`config.mk`:
```
export PLATFORM = sky130hd
export DESIGN_NAME = host_if_bridge_flat
export DESIGN_NICKNAME = d
export VERILOG_FILES = /design/src/rtl/host_if_bridge_if.sv /design/src/rtl/host_if_bridge.sv /design/src/flat_wrapper.sv
export SDC_FILE = /design/constraint.sdc
export NUM_CORES = 1
export LEC_CHECK = 0
export CORE_UTILIZATION = 61
export CTS_BUF_LIST = sky130_fd_sc_hd__clkbuf_2 sky130_fd_sc_hd__clkbuf_4 sky130_fd_sc_hd__clkbuf_8
export DETAILED_ROUTE_END_ITERATION = 8
export PLACE_DENSITY = 0.82
export SYNTH_ARGS = -nofsm -noshare
export SYNTH_HDL_FRONTEND = slang
export SYNTH_SLANG_ARGS = --single-unit
```
`constraint.sdc`:
```
create_clock -name clock -period 4.42 [get_ports clock]
set_input_delay 0.663 -clock clock [delete_from_list [all_inputs] [get_ports clock]]
set_output_delay 0.663 -clock clock [all_outputs]
set_load 0.01 [all_outputs]
```
`src/rtl/host_if_bridge_if.sv`:
```
// ---------------------------------------------------------------------------
// host_if_bridge_if
// Bundles the host/engine handshake and data signals of host_if_bridge.
//   Host ingress : I_Host_Valid, O_Host_Ready, I_Host_Data, I_Host_Last
//   Engine issue : O_Req_IF, O_Data_IF, I_Eng_Stall, I_Eng_Done
//   Engine output: I_Req_IF, I_Data_IF
//   Host egress  : O_Host_Valid, I_Host_Ready, O_Host_Data
// The slave modport is the bridge's view. The master modport is the view of
// the surrounding host/engine, which drives the I_* signals.
// ---------------------------------------------------------------------------
interface host_if_bridge_if #(
    parameter int DATA_WIDTH = 32
);
    logic                  I_Host_Valid;
    logic                  O_Host_Ready;
    logic [DATA_WIDTH-1:0] I_Host_Data;
    logic                  I_Host_Last;
    logic                  O_Req_IF;
    logic [DATA_WIDTH-1:0] O_Data_IF;
    logic                  I_Eng_Stall;
    logic                  I_Eng_Done;
    logic                  I_Req_IF;
    logic [DATA_WIDTH-1:0] I_Data_IF;
    logic                  O_Host_Valid;
    logic                  I_Host_Ready;
    logic [DATA_WIDTH-1:0] O_Host_Data;

    modport slave (
        input  I_Host_Valid, I_Host_Data, I_Host_Last,
        input  I_Eng_Stall, I_Eng_Done, I_Req_IF, I_Data_IF, I_Host_Ready,
        output O_Host_Ready, O_Req_IF, O_Data_IF, O_Host_Valid, O_Host_Data
    );

    modport master (
        output I_Host_Valid, I_Host_Data, I_Host_Last,
        output I_Eng_Stall, I_Eng_Done, I_Req_IF, I_Data_IF, I_Host_Ready,
        input  O_Host_Ready, O_Req_IF, O_Data_IF, O_Host_Valid, O_Host_Data
    );
endinterface

```
`src/rtl/host_if_bridge.sv`:
```
// ---------------------------------------------------------------------------
// host_if_bridge
// Buffers a host valid/ready word stream in an ingress FIFO and issues it to
// the engine as single-cycle request pulses, one program (terminated by a
// last flag) at a time. Engine output pulses are captured in a
// first-word-fall-through egress FIFO that the host drains with valid/ready.
// After the last word of a program the bridge waits for I_Eng_Done and
// aborts after TIMEOUT cycles.
// Ports:
//   clock, reset : system clock, asynchronous active-high reset
//   bus          : host_if_bridge_if.slave (host and engine handshakes)
//   O_Busy       : FSM not in IDLE
//   O_Fwd_Cnt    : words forwarded in the current program (saturating)
//   O_Overflow   : sticky, an egress word was dropped
//   O_Timeout    : sticky, the wait for engine completion expired
// ---------------------------------------------------------------------------
module host_if_bridge #(
    parameter int DATA_WIDTH = 32,
    parameter int IN_DEPTH   = 8,
    parameter int OUT_DEPTH  = 8,
    parameter int TIMEOUT    = 1024,
    parameter int CNT_WIDTH  = 16
) (
    input  logic                  clock,
    input  logic                  reset,
    host_if_bridge_if.slave       bus,
    output logic                  O_Busy,
    output logic [CNT_WIDTH-1:0]  O_Fwd_Cnt,
    output logic                  O_Overflow,
    output logic                  O_Timeout
);
    localparam int IN_AW  = $clog2(IN_DEPTH);
    localparam int OUT_AW = $clog2(OUT_DEPTH);
    localparam int TMO_W  = $clog2(TIMEOUT + 1);

    localparam logic [IN_AW:0]    IN_FULL  = (IN_AW + 1)'(IN_DEPTH);
    localparam logic [OUT_AW:0]   OUT_FULL = (OUT_AW + 1)'(OUT_DEPTH);
    localparam logic [TMO_W-1:0]  TMO_LAST = TMO_W'(TIMEOUT - 1);

    typedef enum logic [1:0] {
        ST_IDLE = 2'd0,
        ST_FWD  = 2'd1,
        ST_WAIT = 2'd2
    } state_t;

    state_t state, state_n;

    // ---------------- ingress FIFO: {last, data} ----------------
    logic [DATA_WIDTH:0]   in_mem [IN_DEPTH];
    logic [IN_AW-1:0]      in_wr_ptr, in_rd_ptr;
    logic [IN_AW:0]        in_cnt;
    logic                  in_full, in_empty;
    logic                  in_push, in_pop;
    logic                  ready_en;
    logic [DATA_WIDTH-1:0] in_head_data;
    logic                  in_head_last;

    assign in_full      = (in_cnt == IN_FULL);
    assign in_empty     = (in_cnt == '0);
    assign in_head_data = in_mem[in_rd_ptr][DATA_WIDTH-1:0];
    assign in_head_last = in_mem[in_rd_ptr][DATA_WIDTH];

    // ready_en keeps O_Host_Ready low while reset is asserted and raises it
    // one edge after release.
    assign bus.O_Host_Ready = ready_en & ~in_full;
    assign in_push          = bus.I_Host_Valid & bus.O_Host_Ready;

    always_ff @(posedge clock) begin
        if (in_push) begin
            in_mem[in_wr_ptr] <= {bus.I_Host_Last, bus.I_Host_Data};
        end
    end

    always_ff @(posedge clock or posedge reset) begin
        if (reset) begin
            in_wr_ptr <= '0;
            in_rd_ptr <= '0;
            in_cnt    <= '0;
            ready_en  <= 1'b0;
        end else begin
            ready_en <= 1'b1;
            if (in_push) in_wr_ptr <= in_wr_ptr + 1'b1;
            if (in_pop)  in_rd_ptr <= in_rd_ptr + 1'b1;
            case ({in_push, in_pop})
                2'b10:   in_cnt <= in_cnt + 1'b1;
                2'b01:   in_cnt <= in_cnt - 1'b1;
                default: in_cnt <= in_cnt;
            endcase
        end
    end

    // ---------------- issue FSM ----------------
    logic [TMO_W-1:0] tmo_cnt;
    logic             tmo_inc, tmo_set, fwd_clr;
    logic             req_q;
    logic [DATA_WIDTH-1:0] data_q;

    always_ff @(posedge clock or posedge reset) begin
        if (reset) state <= ST_IDLE;
        else       state <= state_n;
    end

    always_comb begin
        state_n = state;
        in_pop  = 1'b0;
        fwd_clr = 1'b0;
        tmo_inc = 1'b0;
        tmo_set = 1'b0;
        case (state)
            ST_IDLE: begin
                if (!in_empty) begin
                    state_n = ST_FWD;
                    fwd_clr = 1'b1;
                end
            end
            ST_FWD: begin
                if (!in_empty && !bus.I_Eng_Stall) begin
                    in_pop = 1'b1;
                    if (in_head_last) state_n = ST_WAIT;
                end
            end
            ST_WAIT: begin
                // Done takes priority over a coincident expiry.
                if (bus.I_Eng_Done) begin
                    state_n = ST_IDLE;
                end else if (tmo_cnt == TMO_LAST) begin
                    state_n = ST_IDLE;
                    tmo_set = 1'b1;
                end else begin
                    tmo_inc = 1'b1;
                end
            end
            default: state_n = ST_IDLE;
        endcase
    end

    always_ff @(posedge clock or posedge reset) begin
        if (reset) begin
            req_q      <= 1'b0;
            data_q     <= '0;
            O_Fwd_Cnt  <= '0;
            tmo_cnt    <= '0;
            O_Timeout  <= 1'b0;
        end else begin
            req_q <= in_pop;
            if (in_pop) data_q <= in_head_data;

            if (fwd_clr)                         O_Fwd_Cnt <= '0;
            else if (in_pop && O_Fwd_Cnt != '1)  O_Fwd_Cnt <= O_Fwd_Cnt + 1'b1;

            // Counter sits at zero outside WAIT_DONE, so it starts at 0 on entry.
            if (state != ST_WAIT) tmo_cnt <= '0;
            else if (tmo_inc)     tmo_cnt <= tmo_cnt + 1'b1;

            if (tmo_set) O_Timeout <= 1'b1;
        end
    end

    assign bus.O_Req_IF  = req_q;
    assign bus.O_Data_IF = data_q;
    assign O_Busy        = (state != ST_IDLE);

    // ---------------- egress FIFO (first-word-fall-through) ----------------
    logic [DATA_WIDTH-1:0] out_mem [OUT_DEPTH];
    logic [OUT_AW-1:0]     out_wr_ptr, out_rd_ptr;
    logic [OUT_AW:0]       out_cnt;
    logic                  out_full, out_empty;
    logic                  out_push, out_pop;

    assign out_full  = (out_cnt == OUT_FULL);
    assign out_empty = (out_cnt == '0);
    assign out_pop   = ~out_empty & bus.I_Host_Ready;
    // A full FIFO still accepts a word when the head leaves in the same cycle.
    assign out_push  = bus.I_Req_IF & (~out_full | out_pop);

    assign bus.O_Host_Valid = ~out_empty;
    assign bus.O_Host_Data  = out_empty ? '0 : out_mem[out_rd_ptr];

    always_ff @(posedge clock) begin
        if (out_push) begin
            out_mem[out_wr_ptr] <= bus.I_Data_IF;
        end
    end

    always_ff @(posedge clock or posedge reset) begin
        if (reset) begin
            out_wr_ptr <= '0;
            out_rd_ptr <= '0;
            out_cnt    <= '0;
            O_Overflow <= 1'b0;
        end else begin
            if (out_push) out_wr_ptr <= out_wr_ptr + 1'b1;
            if (out_pop)  out_rd_ptr <= out_rd_ptr + 1'b1;
            case ({out_push, out_pop})
                2'b10:   out_cnt <= out_cnt + 1'b1;
                2'b01:   out_cnt <= out_cnt - 1'b1;
                default: out_cnt <= out_cnt;
            endcase
            if (bus.I_Req_IF && !out_push) O_Overflow <= 1'b1;
        end
    end
endmodule

```
`src/flat_wrapper.sv`:
```
// flat-port wrapper written by rule: the top's interface ports become plain ports
module host_if_bridge_flat 
#(
    parameter int DATA_WIDTH = 32,
    parameter int IN_DEPTH   = 8,
    parameter int OUT_DEPTH  = 8,
    parameter int TIMEOUT    = 1024,
    parameter int CNT_WIDTH  = 16
)
  (clock, reset, O_Busy, O_Fwd_Cnt, O_Overflow, O_Timeout, bus_I_Host_Valid, bus_I_Host_Data, bus_I_Host_Last, bus_I_Eng_Stall, bus_I_Eng_Done, bus_I_Req_IF, bus_I_Data_IF, bus_I_Host_Ready, bus_O_Host_Ready, bus_O_Req_IF, bus_O_Data_IF, bus_O_Host_Valid, bus_O_Host_Data);
  host_if_bridge_if #(.DATA_WIDTH(DATA_WIDTH)) bus_i ();
  input  logic clock;
  input  logic reset;
  output logic O_Busy;
  output logic [CNT_WIDTH-1:0] O_Fwd_Cnt;
  output logic O_Overflow;
  output logic O_Timeout;
  input wire logic [$bits(bus_i.I_Host_Valid)-1:0] bus_I_Host_Valid;
  input wire logic [$bits(bus_i.I_Host_Data)-1:0] bus_I_Host_Data;
  input wire logic [$bits(bus_i.I_Host_Last)-1:0] bus_I_Host_Last;
  input wire logic [$bits(bus_i.I_Eng_Stall)-1:0] bus_I_Eng_Stall;
  input wire logic [$bits(bus_i.I_Eng_Done)-1:0] bus_I_Eng_Done;
  input wire logic [$bits(bus_i.I_Req_IF)-1:0] bus_I_Req_IF;
  input wire logic [$bits(bus_i.I_Data_IF)-1:0] bus_I_Data_IF;
  input wire logic [$bits(bus_i.I_Host_Ready)-1:0] bus_I_Host_Ready;
  output wire logic [$bits(bus_i.O_Host_Ready)-1:0] bus_O_Host_Ready;
  output wire logic [$bits(bus_i.O_Req_IF)-1:0] bus_O_Req_IF;
  output wire logic [$bits(bus_i.O_Data_IF)-1:0] bus_O_Data_IF;
  output wire logic [$bits(bus_i.O_Host_Valid)-1:0] bus_O_Host_Valid;
  output wire logic [$bits(bus_i.O_Host_Data)-1:0] bus_O_Host_Data;
  assign bus_i.I_Host_Valid = bus_I_Host_Valid;
  assign bus_i.I_Host_Data = bus_I_Host_Data;
  assign bus_i.I_Host_Last = bus_I_Host_Last;
  assign bus_i.I_Eng_Stall = bus_I_Eng_Stall;
  assign bus_i.I_Eng_Done = bus_I_Eng_Done;
  assign bus_i.I_Req_IF = bus_I_Req_IF;
  assign bus_i.I_Data_IF = bus_I_Data_IF;
  assign bus_i.I_Host_Ready = bus_I_Host_Ready;
  assign bus_O_Host_Ready = bus_i.O_Host_Ready;
  assign bus_O_Req_IF = bus_i.O_Req_IF;
  assign bus_O_Data_IF = bus_i.O_Data_IF;
  assign bus_O_Host_Valid = bus_i.O_Host_Valid;
  assign bus_O_Host_Data = bus_i.O_Host_Data;
  host_if_bridge #(.DATA_WIDTH(DATA_WIDTH), .IN_DEPTH(IN_DEPTH), .OUT_DEPTH(OUT_DEPTH), .TIMEOUT(TIMEOUT), .CNT_WIDTH(CNT_WIDTH)) u_core (.clock(clock), .reset(reset), .bus(bus_i), .O_Busy(O_Busy), .O_Fwd_Cnt(O_Fwd_Cnt), .O_Overflow(O_Overflow), .O_Timeout(O_Timeout));
endmodule
```
== After elaboration in Yosys (flattened, before gate mapping) ==
Memory sizes are Yosys's and may differ from the RTL's.
Index checks and enable logic that the tools add are counted.

* Register bits: 85
* Memory bits (writable): 520
* Input port bits: 72
* Output and inout port bits: 86
* Word-level logic and storage cells: 91
* Memories kept: 2

* $add $sub $neg: 10
* Eq/ne operators: 15
* Multiplexer cells: 27
* Bitwise gates (word level): 8
* Reduce and logical (&&, ||, !) cells: 15

{| class="wikitable"
|+ Memory list
! name !! words !! width !! rd ports !! clocked after Yosys merged registers in !! wr ports !! RTL line !! RTL
|-
| u_core.in_mem || 8 || 33 || 1 || 0 || 1 || host_if_bridge.sv:49 || <nowiki>logic [DATA_WIDTH:0] in_mem [IN_DEPTH];</nowiki>
|-
| u_core.out_mem || 8 || 32 || 1 || 0 || 1 || host_if_bridge.sv:164 || <nowiki>logic [DATA_WIDTH-1:0] out_mem [OUT_DEPTH];</nowiki>
|}

{| class="wikitable"
|+ Operator list
! cell !! number
|-
| 16-bit 2-to-1 mux || 2
|-
| 32-bit 2-to-1 mux || 1
|-
| 11-bit 2-to-1 mux || 2
|-
| 16-bit by 1-bit adder with 16-bit output, second input constant || 1
|-
| 16-bit != test, second input constant || 1
|-
| 4-bit one-hot mux with 2 select lines || 2
|-
| 1-bit 2-to-1 mux || 14
|-
| 3-bit by 1-bit adder with 3-bit output, second input constant || 4
|-
| 11-bit by 1-bit adder with 11-bit output, second input constant || 1
|-
| 11-bit by 10-bit == test with 1-bit output, second input constant || 1
|-
| 2-bit 2-to-1 mux || 5
|-
| 2-bit nonzero test || 5
|-
| 4-bit by 1-bit adder with 4-bit output, second input constant || 2
|-
| 4-bit == test, second input constant || 2
|-
| 4-bit logical NOT || 2
|-
| 4-bit by 1-bit subtractor with 4-bit output, second input constant || 2
|-
| 2-bit by 1-bit == test with 1-bit output, second input constant || 3
|-
| 2-bit == test, second input constant || 3
|-
| 2-bit one-hot mux with 3 select lines || 1
|-
| 1-bit AND || 4
|-
| 2-bit by 1-bit != test with 1-bit output, second input constant || 2
|-
| 2-bit != test, second input constant || 2
|-
| 4-bit AND reduction || 1
|-
| 1-bit logical AND || 3
|-
| 5 further kinds || 9
|}

== Longest topological paths before layout ==
* Depth in word-level cells: 8
* Depth in mapped cells: 12

== Least setup slack after synthesis ==
Ideal clock, no wire load.

* Path kind: input-to-reg
* From: input port bus_I_Host_Valid
* To: memory u_core.in_mem[0][0] (netlist name), enable pin
* Data arrival time: 3.329 ns
* Path slack: 0.627 ns
* Stages on the path: 4
* Buffers on the path: 1
* Cells stage by stage: and3_1 -> buf_2 -> nand2b_1 -> nor3_1

* Cells in the longest elaborated chain, start to end: 3

{| class="wikitable"
|+ Ends and longest elaborated chain
! element !! RTL line !! RTL
|-
| start: declaration || flat_wrapper.sv:18 || <nowiki>input wire logic [$bits(bus_i.I_Host_Valid)-1:0] bus_I_Host_Valid;</nowiki>
|-
| 1-bit AND || host_if_bridge.sv:66 || <nowiki>assign in_push = bus.I_Host_Valid & bus.O_Host_Ready;</nowiki>
|-
| 1-bit 2-to-1 mux || host_if_bridge.sv:69 || <nowiki>if (in_push) begin</nowiki>
|-
| 1-bit 2-to-1 mux (implied by the code) || host_if_bridge.sv:70 || <nowiki>in_mem[in_wr_ptr] <= {bus.I_Host_Last, bus.I_Host_Data};</nowiki>
|-
| end: declaration || host_if_bridge.sv:49 ||
|}

Every way passes these cells.

== Final worst setup path ==
* From: register u_core.out_rd_ptr[1]
* To: output port bus_O_Host_Data[0]

* Cells in the longest elaborated chain, start to end: 2

{| class="wikitable"
|+ Ends and longest elaborated chain
! element !! RTL line !! RTL
|-
| start: declaration || host_if_bridge.sv:165 || <nowiki>logic [OUT_AW-1:0] out_wr_ptr, out_rd_ptr;</nowiki>
|-
| start signal: assignment || host_if_bridge.sv:193 || <nowiki>if (out_pop) out_rd_ptr <= out_rd_ptr + 1'b1;</nowiki>
|-
| memory 8 x 32 bit || -- ||
|-
| 32-bit 2-to-1 mux || host_if_bridge.sv:177 || <nowiki>assign bus.O_Host_Data = out_empty ? '0 : out_mem[out_rd_ptr];</nowiki>
|-
| end: declaration || flat_wrapper.sv:30 || <nowiki>output wire logic [$bits(bus_i.O_Host_Data)-1:0] bus_O_Host_Data;</nowiki>
|}

Every way passes these cells.

==> out/summary.md <==
### Outcome
• run status: complete, no violations

### Timing
• post-route clock period utilization: 0.815
• clock skew after layout: 0.0254 ns
• total count of max-transition violations in the final report: 0
• RSZ-0062 raised after global routing: no
• slew at the pin with the worst max-slew slack: 0.849 ns
• maximum achievable frequency: 278 MHz
• Setup TNS: 0 ns
• post-route minimum period: 3.60 ns
• total setup violations reported at the end of the flow: 0
• number of hold violations in the final report: 0
• Max-Slew Margin vs Limit: 0.434

### CTS
• CTS sink cnt: 605
• H-tree levels: 3
• number of CTS-inserted buffers: 92
• clk_lat worst skew: 0.66 ns
• CTS tree: built
• post-CTS resize count: 0
• buffers inserted by post-CTS timing repair: 0
• CTS hold repair buffers: 0
• clock input transition at the sequential cells of the worst setup and hold paths: 0.06 ns
• maximum clock insertion buffer count: 3
• cell at the root of the clock tree: clkbuf_8

### Synthesis
• largest cells by area after synthesis: edfxtp_1 (66%), mux4_2 (12%), dfrtp_1 (9.0%)
• Synth Register Bits: 605
• share of async-settable or async-resettable flops after synthesis: 0.140
• primary flip-flop cell chosen by synthesis mapping: edfxtp_1
• synthesized area: 23600 um^2
• net count after synthesis: 1277
• share of the synthesized area in the top cell type: 0.662
• number of synthesized flops with an enable pin: 520
• arithmetic-cell share of the synthesized area counting full adders, half adders and majority gates: 0.00668
• dominant combinational cell family by area after synthesis: multiplexers
• synthesized-area fraction occupied by ao, oa, aoi and oai cells: 0.0197
• Cell variety after synth: 63
• Synth warnings: 0
• mean cell area of the mapped netlist: 19.8 um^2
• share of cell area taken by muxes after synthesis: 0.158
• fraction of the mapped netlist area in simple logic gates: 0.0435
• register area share after synthesis: 0.752
• area share of xor/xnor cells in the synthesized design: 0.00705
• library cell with the largest summed area after synthesis: edfxtp_1
• gate count after technology mapping: 1193

### Placed design
• Placer Congestion: 0.761
• placed wire-length estimate after detailed placement: 27800 um
• cell area reported after detailed placement: 25900 um^2
• number of buffers inserted by port buffering: 157

### Route
• final wirelength: 47700 um
• TritonRoute pass-1 iters: 5
• Avg Vias per Cell: 6.02
• vias after detailed routing: 12128
• DRC violation count after routing: 0
• number of antenna-violating nets in the routed design: 0
• routed length per placed instance: 23.7 um
• number of DRC violations after detailed-routing iteration 0: 966

### Die
• I/O pin count: 158
• die outline area: 39500 um^2
• Initial Utilization: 0.624
• die height: 199 um
• std cell rows: 71
• Chip Width: 199 um
• CORE AREA: 37800 um^2

### Worst hold path
• min-delay worst type: flip-flop to flip-flop

### Cells and area
• total non-filler cell area in the finished layout: 27900 um^2
• synthesis-to-layout area growth: 18.3%
• total of fill cells in the finished design: 2115
• multi-input combinational cell area: 5670 um^2
• Post-layout nets: 1507
• Sequential Area: 17800 um^2
• ratio of cells with drive above 1 in the final layout: 0.242

### Global routing
• pin count of the biggest net entering global routing: 79
• Overflow after GRT: 0
• global-route wire length before repair: 73100 um
• number of global-route vias before repair: 12800
• Tot GR Track Use: 0.252
• number of antenna violations at the first check in global routing: 1

### Worst setup path
• Max FO, Critical Path: 24
• Worst EP required: 3.76 ns
• critical path type: flip-flop to output pin
• Startpoint Class: flip-flop
• Crit path arrival time: 2.94 ns
• Worst Setup End Kind: output pin

### Pwr
• total power divided by cell area: 626 nW/um^2
• Static Leak: 0.00961 uW
• peak supply drop: 0.000436 V

### Run
• Max-Cap Viols: 0

==> layout make-up <==
type | count | area share
tap | 511 | 0.0229
antenna | 2 | 0.000179
clock buffer | 132 | 0.0590
inverter | 11 | 0.00157
multi-input combinational | 524 | 0.203
timing repair buffer | 189 | 0.0658
sequential | 605 | 0.636
clock inverter | 41 | 0.0115
==> sequential cells by signal, indices dropped and copies added, names as in the netlist <==
name / cells
u_core.O_Fwd_Cnt: 16
u_core.bus.O_Data_IF: 32
u_core.in_wr_ptr: 3
u_core.bus.O_Req_IF: 1
u_core.in_mem: 264
u_core.in_cnt: 4
u_core.O_Overflow: 1
u_core.tmo_cnt: 11
u_core.ready_en: 1
u_core.out_cnt: 4
u_core.in_rd_ptr: 3
u_core.O_Timeout: 1
u_core.state: 2
u_core.out_wr_ptr: 3
u_core.out_mem: 256
u_core.out_rd_ptr: 3
==> worst paths after layout <==
path | start | endpoint | slack (ns) | cells after the start
setup / recovery | u_core.out_rd_ptr[1] | bus_O_Host_Data[0] | 0.82 | 5
hold / removal | u_core.O_Timeout | u_core.O_Timeout | 0.46 | 1
setup reg to reg | u_core.in_cnt[1] | u_core.in_cnt[2] | 1.82 | 10
hold reg to reg | u_core.O_Timeout | u_core.O_Timeout | 0.46 | 1
max in group asynchronous | reset | u_core.bus.O_Data_IF[11] | 3.11 | 3
min in group asynchronous | reset | u_core.O_Fwd_Cnt[12] | 0.50 | 2
==> report_power, final <==
part	switching [uW]	internal (uW)	total, uW
Clock	2120	2660	4790
Sequential	644	7010	7650
Combinational	2420	2610	5030
Total	5190	12300	17500
==> cells in the mapped netlist (all sizes together), types with 8 or more instances <==
library cell / instances
edfxtp: 520
mux4: 129
dfrtp: 85
mux2i: 78
nand2: 66
nor2: 60
o21ai: 39
buf: 37
clkbuf: 16
a21oi: 13
nand3: 13
nand2b: 12
ha: 11
inv: 11
xnor2: 11
or4: 9
xor2: 8
==> layout by cell type (no fill, tap or decap), types with 13 or more instances in the layout <==
master           Yosys  layout
dfrtp_1             85      79
o21ai_0             25      25
nand2_1             65      65
a21oi_1             13      13
mux4_2             129     129
mux2i_1             78      78
o21ai_1             14      14
clkbuf_8             0     105
clkdlybuf4s50_1      0     157
clkbuf_4             0      27
clkinv_2             0      19
nor2_1              60      47
nand3_1             13      13
edfxtp_1           520     520
buf_4                9      30
==> cell families (layout without fill, tap and decap cells) <==
group	Yosys count	after routing
buffers and inverters	64	373
AND/OR/NAND/NOR	204	204
flip-flops	605	605
XOR/XNOR	19	19
AO/OA/AOI/OAI	77	77
other	1	3
adder cells (fa/ha/maj)	12	12
multiplexers	211	211
==> worst max-delay path: stages, from the launching register on <==
cell             delay (ns)
dfrtp_2                0.77
buf_4                  0.40
mux4_2                 0.35
mux2i_1                0.20
nor2_1                 0.06
clkdlybuf4s50_1        0.50
==> per-layer routing <==
| metal | vias up | track usage | part of all wire |
|---|---|---|---|
| met5 | - | 0 | 0 |
| li1 | 5290 | - | - |
| met4 | 0 | 0.0946 | 0.023 |
| met1 | 6307 | 0.347 | 0.41 |
| met3 | 75 | 0.0476 | 0.066 |
| met2 | 456 | 0.408 | 0.50 |
==> metrics by stage <==
stage           util  instances  setup slack (ns)  power, uW  hold WS, ns
2_1_floorplan      -       1193             0.627      10800        0.478
3_3_place_gp   0.685       1840              1.41      12700        0.440
5_1_grt        0.738       2014             0.702      18300        0.487
6_report       0.738       2015             0.820      17500        0.463
3_5_place_dp   0.685       1840              1.39      12900        0.455
4_1_cts        0.737       2013             0.769      17600        0.467
Power figures use the tool's default switching activity.
==> edit 1, RTL diff (same settings) <==
The 3 states of `state_t` get a one-hot encoding in 3 bits.
--- a/src/rtl/host_if_bridge.sv
+++ b/src/rtl/host_if_bridge.sv
@@ -38,8 +38,8 @@
     localparam logic [TMO_W-1:0]  TMO_LAST = TMO_W'(TIMEOUT - 1);
 
-    typedef enum logic [1:0] {
-        ST_IDLE = 2'd0,
-        ST_FWD  = 2'd1,
-        ST_WAIT = 2'd2
+    typedef enum logic [2:0] {
+        ST_IDLE = 3'b001,
+        ST_FWD  = 3'b010,
+        ST_WAIT = 3'b100
     } state_t;
 
Formal check against the unedited RTL: no difference found for any inputs over 4 cycles, from zero or initial values and one cycle with reset high; so few cycles prove little.
==> edit 1 against the original RTL <==
Wire length fell by 1.6%; sequential cell count rose by 1; sequential power barely moved; die area fell by 0.29%; final area fell by 0.39%; setup slack improved by 25 ps; total power fell by 3.0%; area after synthesis fell by 0.29%; critical path type unchanged; largest cell class unchanged.
==> edit 1: results (changes against the original RTL) <==
[global_route]
grt_use_met1_pct = 32.0  ; was 34.7%
grt_max_degree = 61  ; was 79
grt_first_pass_wirelength_um = 71400  ; was 73100 µm
grtUsageMet3_pct = 5.37  ; was 4.76%
grt_pass1_vias = 12400  ; was 12800
track_usage_pct = 25.0  ; was 25.2%

[final_layout]
seq_area_mm2 = 0.0178  ; about the same
multi_input_area_mm2 = 0.00561  ; was 0.00567 mm²
multi_input_area_share_pct = 20.2  ; was 20.3%
signal_buffers = 192  ; was 189
nFillCells = 2151  ; was 2115
buf_share_pct = 6.78  ; was 6.58%
n_antenna_cell = 4  ; was 2
nClkBuffers = 136  ; was 132
design.seq.count = 606  ; was 605
nMultiInputCombCells = 516  ; was 524
clkCellAreaFrac_pct = 6.64  ; was 7.05%
nNonClkInverters = 9  ; was 11

[power]
seqPwrFrac_pct = 45.1  ; was 43.8%
p_sw_mw = 4.93  ; was 5.19 mW
power.total_mw = 17.0  ; was 17.5 mW
vdd_ir_drop_max_uv = 404  ; was 436 µV
p_leak_nw = 9.53  ; was 9.61 nW

[floorplanning]
initial_core_util_pct = 62.2  ; was 62.4%

[outcome]
status = completed  ; unchanged

[synthesis]
synth_area_leaders = edfxtp_1, mux4_2, dfrtp_1  ; unchanged
synth-async-reset-ratio_pct = 14.2  ; was 14.0%
synth_nets = 1270  ; was 1277
yosysSeqAreaShare_pct = 75.5  ; was 75.2%
synth.distinct_cells = 48  ; was 63
synth_common_cells = edfxtp_1, mux4_2, dfrtp_1, mux2i_1, nor2_1  ; was edfxtp_1, mux4_2, dfrtp_1, mux2i_1, nand2_1

[place]
finalWeightedCongestion = 0.818  ; was 0.761
post-place-ws_ps = 1320  ; was 1390 ps
dpl.hpwl_um = 27600  ; was 27800 µm

[worst_setup_path]
critPathLaunch = u_core.out_rd_ptr[0]  ; was u_core.out_rd_ptr[1]
cp-endpoint = bus_O_Host_Data[20]  ; was bus_O_Host_Data[0]
r2r-end = u_core.out_cnt[2]  ; was u_core.in_cnt[2]
r2r_setup_slack_ps = 1630  ; was 1820 ps
rr_startpoint = u_core.out_cnt[0]  ; was u_core.in_cnt[1]
crit_arrival_ps = 2910  ; was 2940 ps

[routing]
via_per_inst = 5.89  ; was 6.02
wl_met3_um = 2930  ; was 3140 µm
drt_iter0_markers = 729  ; was 966
highest_layer = met5  ; was met4

[sta]
worst_pin_slew_ps = 1040  ; was 849 ps
setup_ws_ps = 845  ; was 820 ps

[min_path]
worstHoldPathType = in -> async  ; was reg -> reg

[edit 1: logic make-up after synthesis]
| group | Yosys count | share of synthesized area (%) |
|---|---|---|
| DFF | 606 | 75.5 |
| muxes | 206 | 15.6 |
| and+or+nand+nor | 205 | 4.11 |
| buffers and inverters | 64 | 1.18 |
| AOI/OAI and AO/OA | 56 | 1.57 |
| xor gates and xnor gates | 36 | 1.34 |
| adders and majority gates | 12 | 0.638 |
| other | 1 | 0.0159 |
[edit 1: worst max-delay path, cell delays in order, from the launching register on]
cell	delay, ps
dfrtp_4	580
buf_4	370
mux4_2	540
mux2i_1	160
nor2_1	110
clkdlybuf4s50_1	520
[edit 1: per-stage QoR]
stage	hold slack [ps]	std cells
floorplan	459	1186
global placement	449	1834
detailed placement	467	1834
CTS	423	2001
global route	468	2002
finish	438	2005
==> edit 2, RTL diff (same settings) <==
Made on the original files. `IN_DEPTH` is set to 8 in 2 places; all go to 16.
--- a/src/rtl/host_if_bridge.sv
+++ b/src/rtl/host_if_bridge.sv
@@ -17,5 +17,5 @@
 module host_if_bridge #(
     parameter int DATA_WIDTH = 32,
-    parameter int IN_DEPTH   = 8,
+    parameter int IN_DEPTH   = 16,
     parameter int OUT_DEPTH  = 8,
     parameter int TIMEOUT    = 1024,
--- a/src/flat_wrapper.sv
+++ b/src/flat_wrapper.sv
@@ -3,5 +3,5 @@
 #(
     parameter int DATA_WIDTH = 32,
-    parameter int IN_DEPTH   = 8,
+    parameter int IN_DEPTH   = 16,
     parameter int OUT_DEPTH  = 8,
     parameter int TIMEOUT    = 1024,
Formal check against the unedited RTL: no difference found for any inputs over 4 cycles, from zero or initial values and one cycle with reset high; that may be too few to reach the edited logic, so the function may still have changed.
==> edit 2 against the original RTL <==
Clock power rose by 43%; total power rose by 38%; sequential cell count rose by 267; setup slack got worse by 310 ps; combinational power rose by 31%; fmax fell by 7.9%; synthesized cell count rose by 35%; wire length rose by 49%; global-route usage rose by 0.96 points; final area rose by 40%; area after synthesis rose by 43%; critical path type unchanged.
==> edit 2: results (changes against the original RTL) <==
[outcome]
status = completed  ; unchanged

[global_route]
grt_first_pass_wirelength_um = 107000  ; was 73100 µm
antenna_found_initial = 6  ; was 1
grt_max_degree = 59  ; was 79

[final_layout]
largest_reg_flops = 528  ; was 264
nFillCells = 2971  ; was 2115
drive_gt1_share_pct = 26.1  ; was 24.2%
nNetsFinal = 1957  ; was 1507

[cts]
htreeDepth = 4  ; was 3
clock_latency_ps = 780  ; was 660 ps
numCtsBuffers = 135  ; was 92

[worst_setup_path]
cp-endpoint = bus_O_Host_Data[6]  ; was bus_O_Host_Data[0]
critPathLaunch = u_core.out_rd_ptr[0]  ; was u_core.out_rd_ptr[1]
r2r_setup_slack_ps = 1330  ; was 1820 ps
r2r-end = u_core.in_cnt[4]  ; was u_core.in_cnt[2]
crit_arrival_ps = 3250  ; was 2940 ps
r2r_cells = 11  ; was 10
cp_max_fo = 42  ; was 24

[power]
vdd_ir_drop_max_uv = 434  ; was 436 µV
p_leak_nw = 13.2  ; was 9.61 nW
p_clk_share_pct = 28.5  ; was 27.4%
swShare_pct = 29.4  ; was 29.7%

[routing]
via_per_inst = 6.32  ; was 6.02
wirelength_um = 70900  ; was 47700 µm
drt_iter0_markers = 1548  ; was 966

[sta]
worst_pin_slew_ps = 1060  ; was 849 ps

[synthesis]
yosysSeqAreaShare_pct = 76.4  ; was 75.2%
synth_area_leaders = edfxtp_1, mux4_2, dfrtp_1  ; unchanged
synth_nets = 1694  ; was 1277

[place]
finalWeightedCongestion = 0.781  ; was 0.761

[min_path]
worstHoldPathType = in -> async  ; was reg -> reg

-- edit 2: cell count changes after synthesis, moves of 14 or more --
cell and delta:
o21ai_1 -14, clkbuf_1 +19, mux2i_1 +20, o221ai_1 +32, edfxtp_1 +264, mux4_2 +67
-- edit 2: layer usage --
metal / wire length [µm] / GRT usage, % / vias to the layer above
met5: 22 / 0 / -
li1: - / - / 7156
met3: 4980 / 5.60 / 160
met1: 27200 / 33.6 / 8837
met2: 36600 / 43.9 / 785
met4: 2110 / 11.1 / 4
-- edit 2: layout make-up --
class,count,area [µm²],share of cell area [%]
Inverter,14,55.1,0.140
Timing Repair Buffer,206,2030,5.17
Antenna cell,5,12.5,0.0319
Tap cell,696,871,2.22
Clock inverter,49,347,0.884
Sequential cell,872,25800,65.7
Multi-Input combinational cell,640,7690,19.6
Clock buffer,197,2450,6.26
-- edit 2: logic make-up (layout without fill, tap and decap cells) --
logic type                 after synthesis  after routing  synth area share [%]
other                                    1              6                0.0111
DFF                                    872            872                  76.4
and+or+nand+nor                        212            212                  2.96
xor gates and xnor gates                29             29                 0.754
adders and majority gates               16             16                 0.594
buffers and inverters                   94            466                  1.28
AOI/OAI and AO/OA                       85             85                  1.87
muxes                                  297            297                  16.1
-- edit 2: critical path, stage by stage, from the launching register on --
cell and delay, ps:
dfrtp_4 740, buf_12 380, mux4_2 560, mux2i_1 180, nor2_1 70, clkdlybuf4s50_1 500
-- edit 2: metrics by stage --
| step | cells | instance area (µm²) |
|---|---|---|
| floorplan | 1606 | 33700 |
| global placement | 2428 | 36400 |
| detailed placement | 2428 | 36400 |
| CTS | 2674 | 39200 |
| global route | 2677 | 39200 |
| finish | 2679 | 39200 |
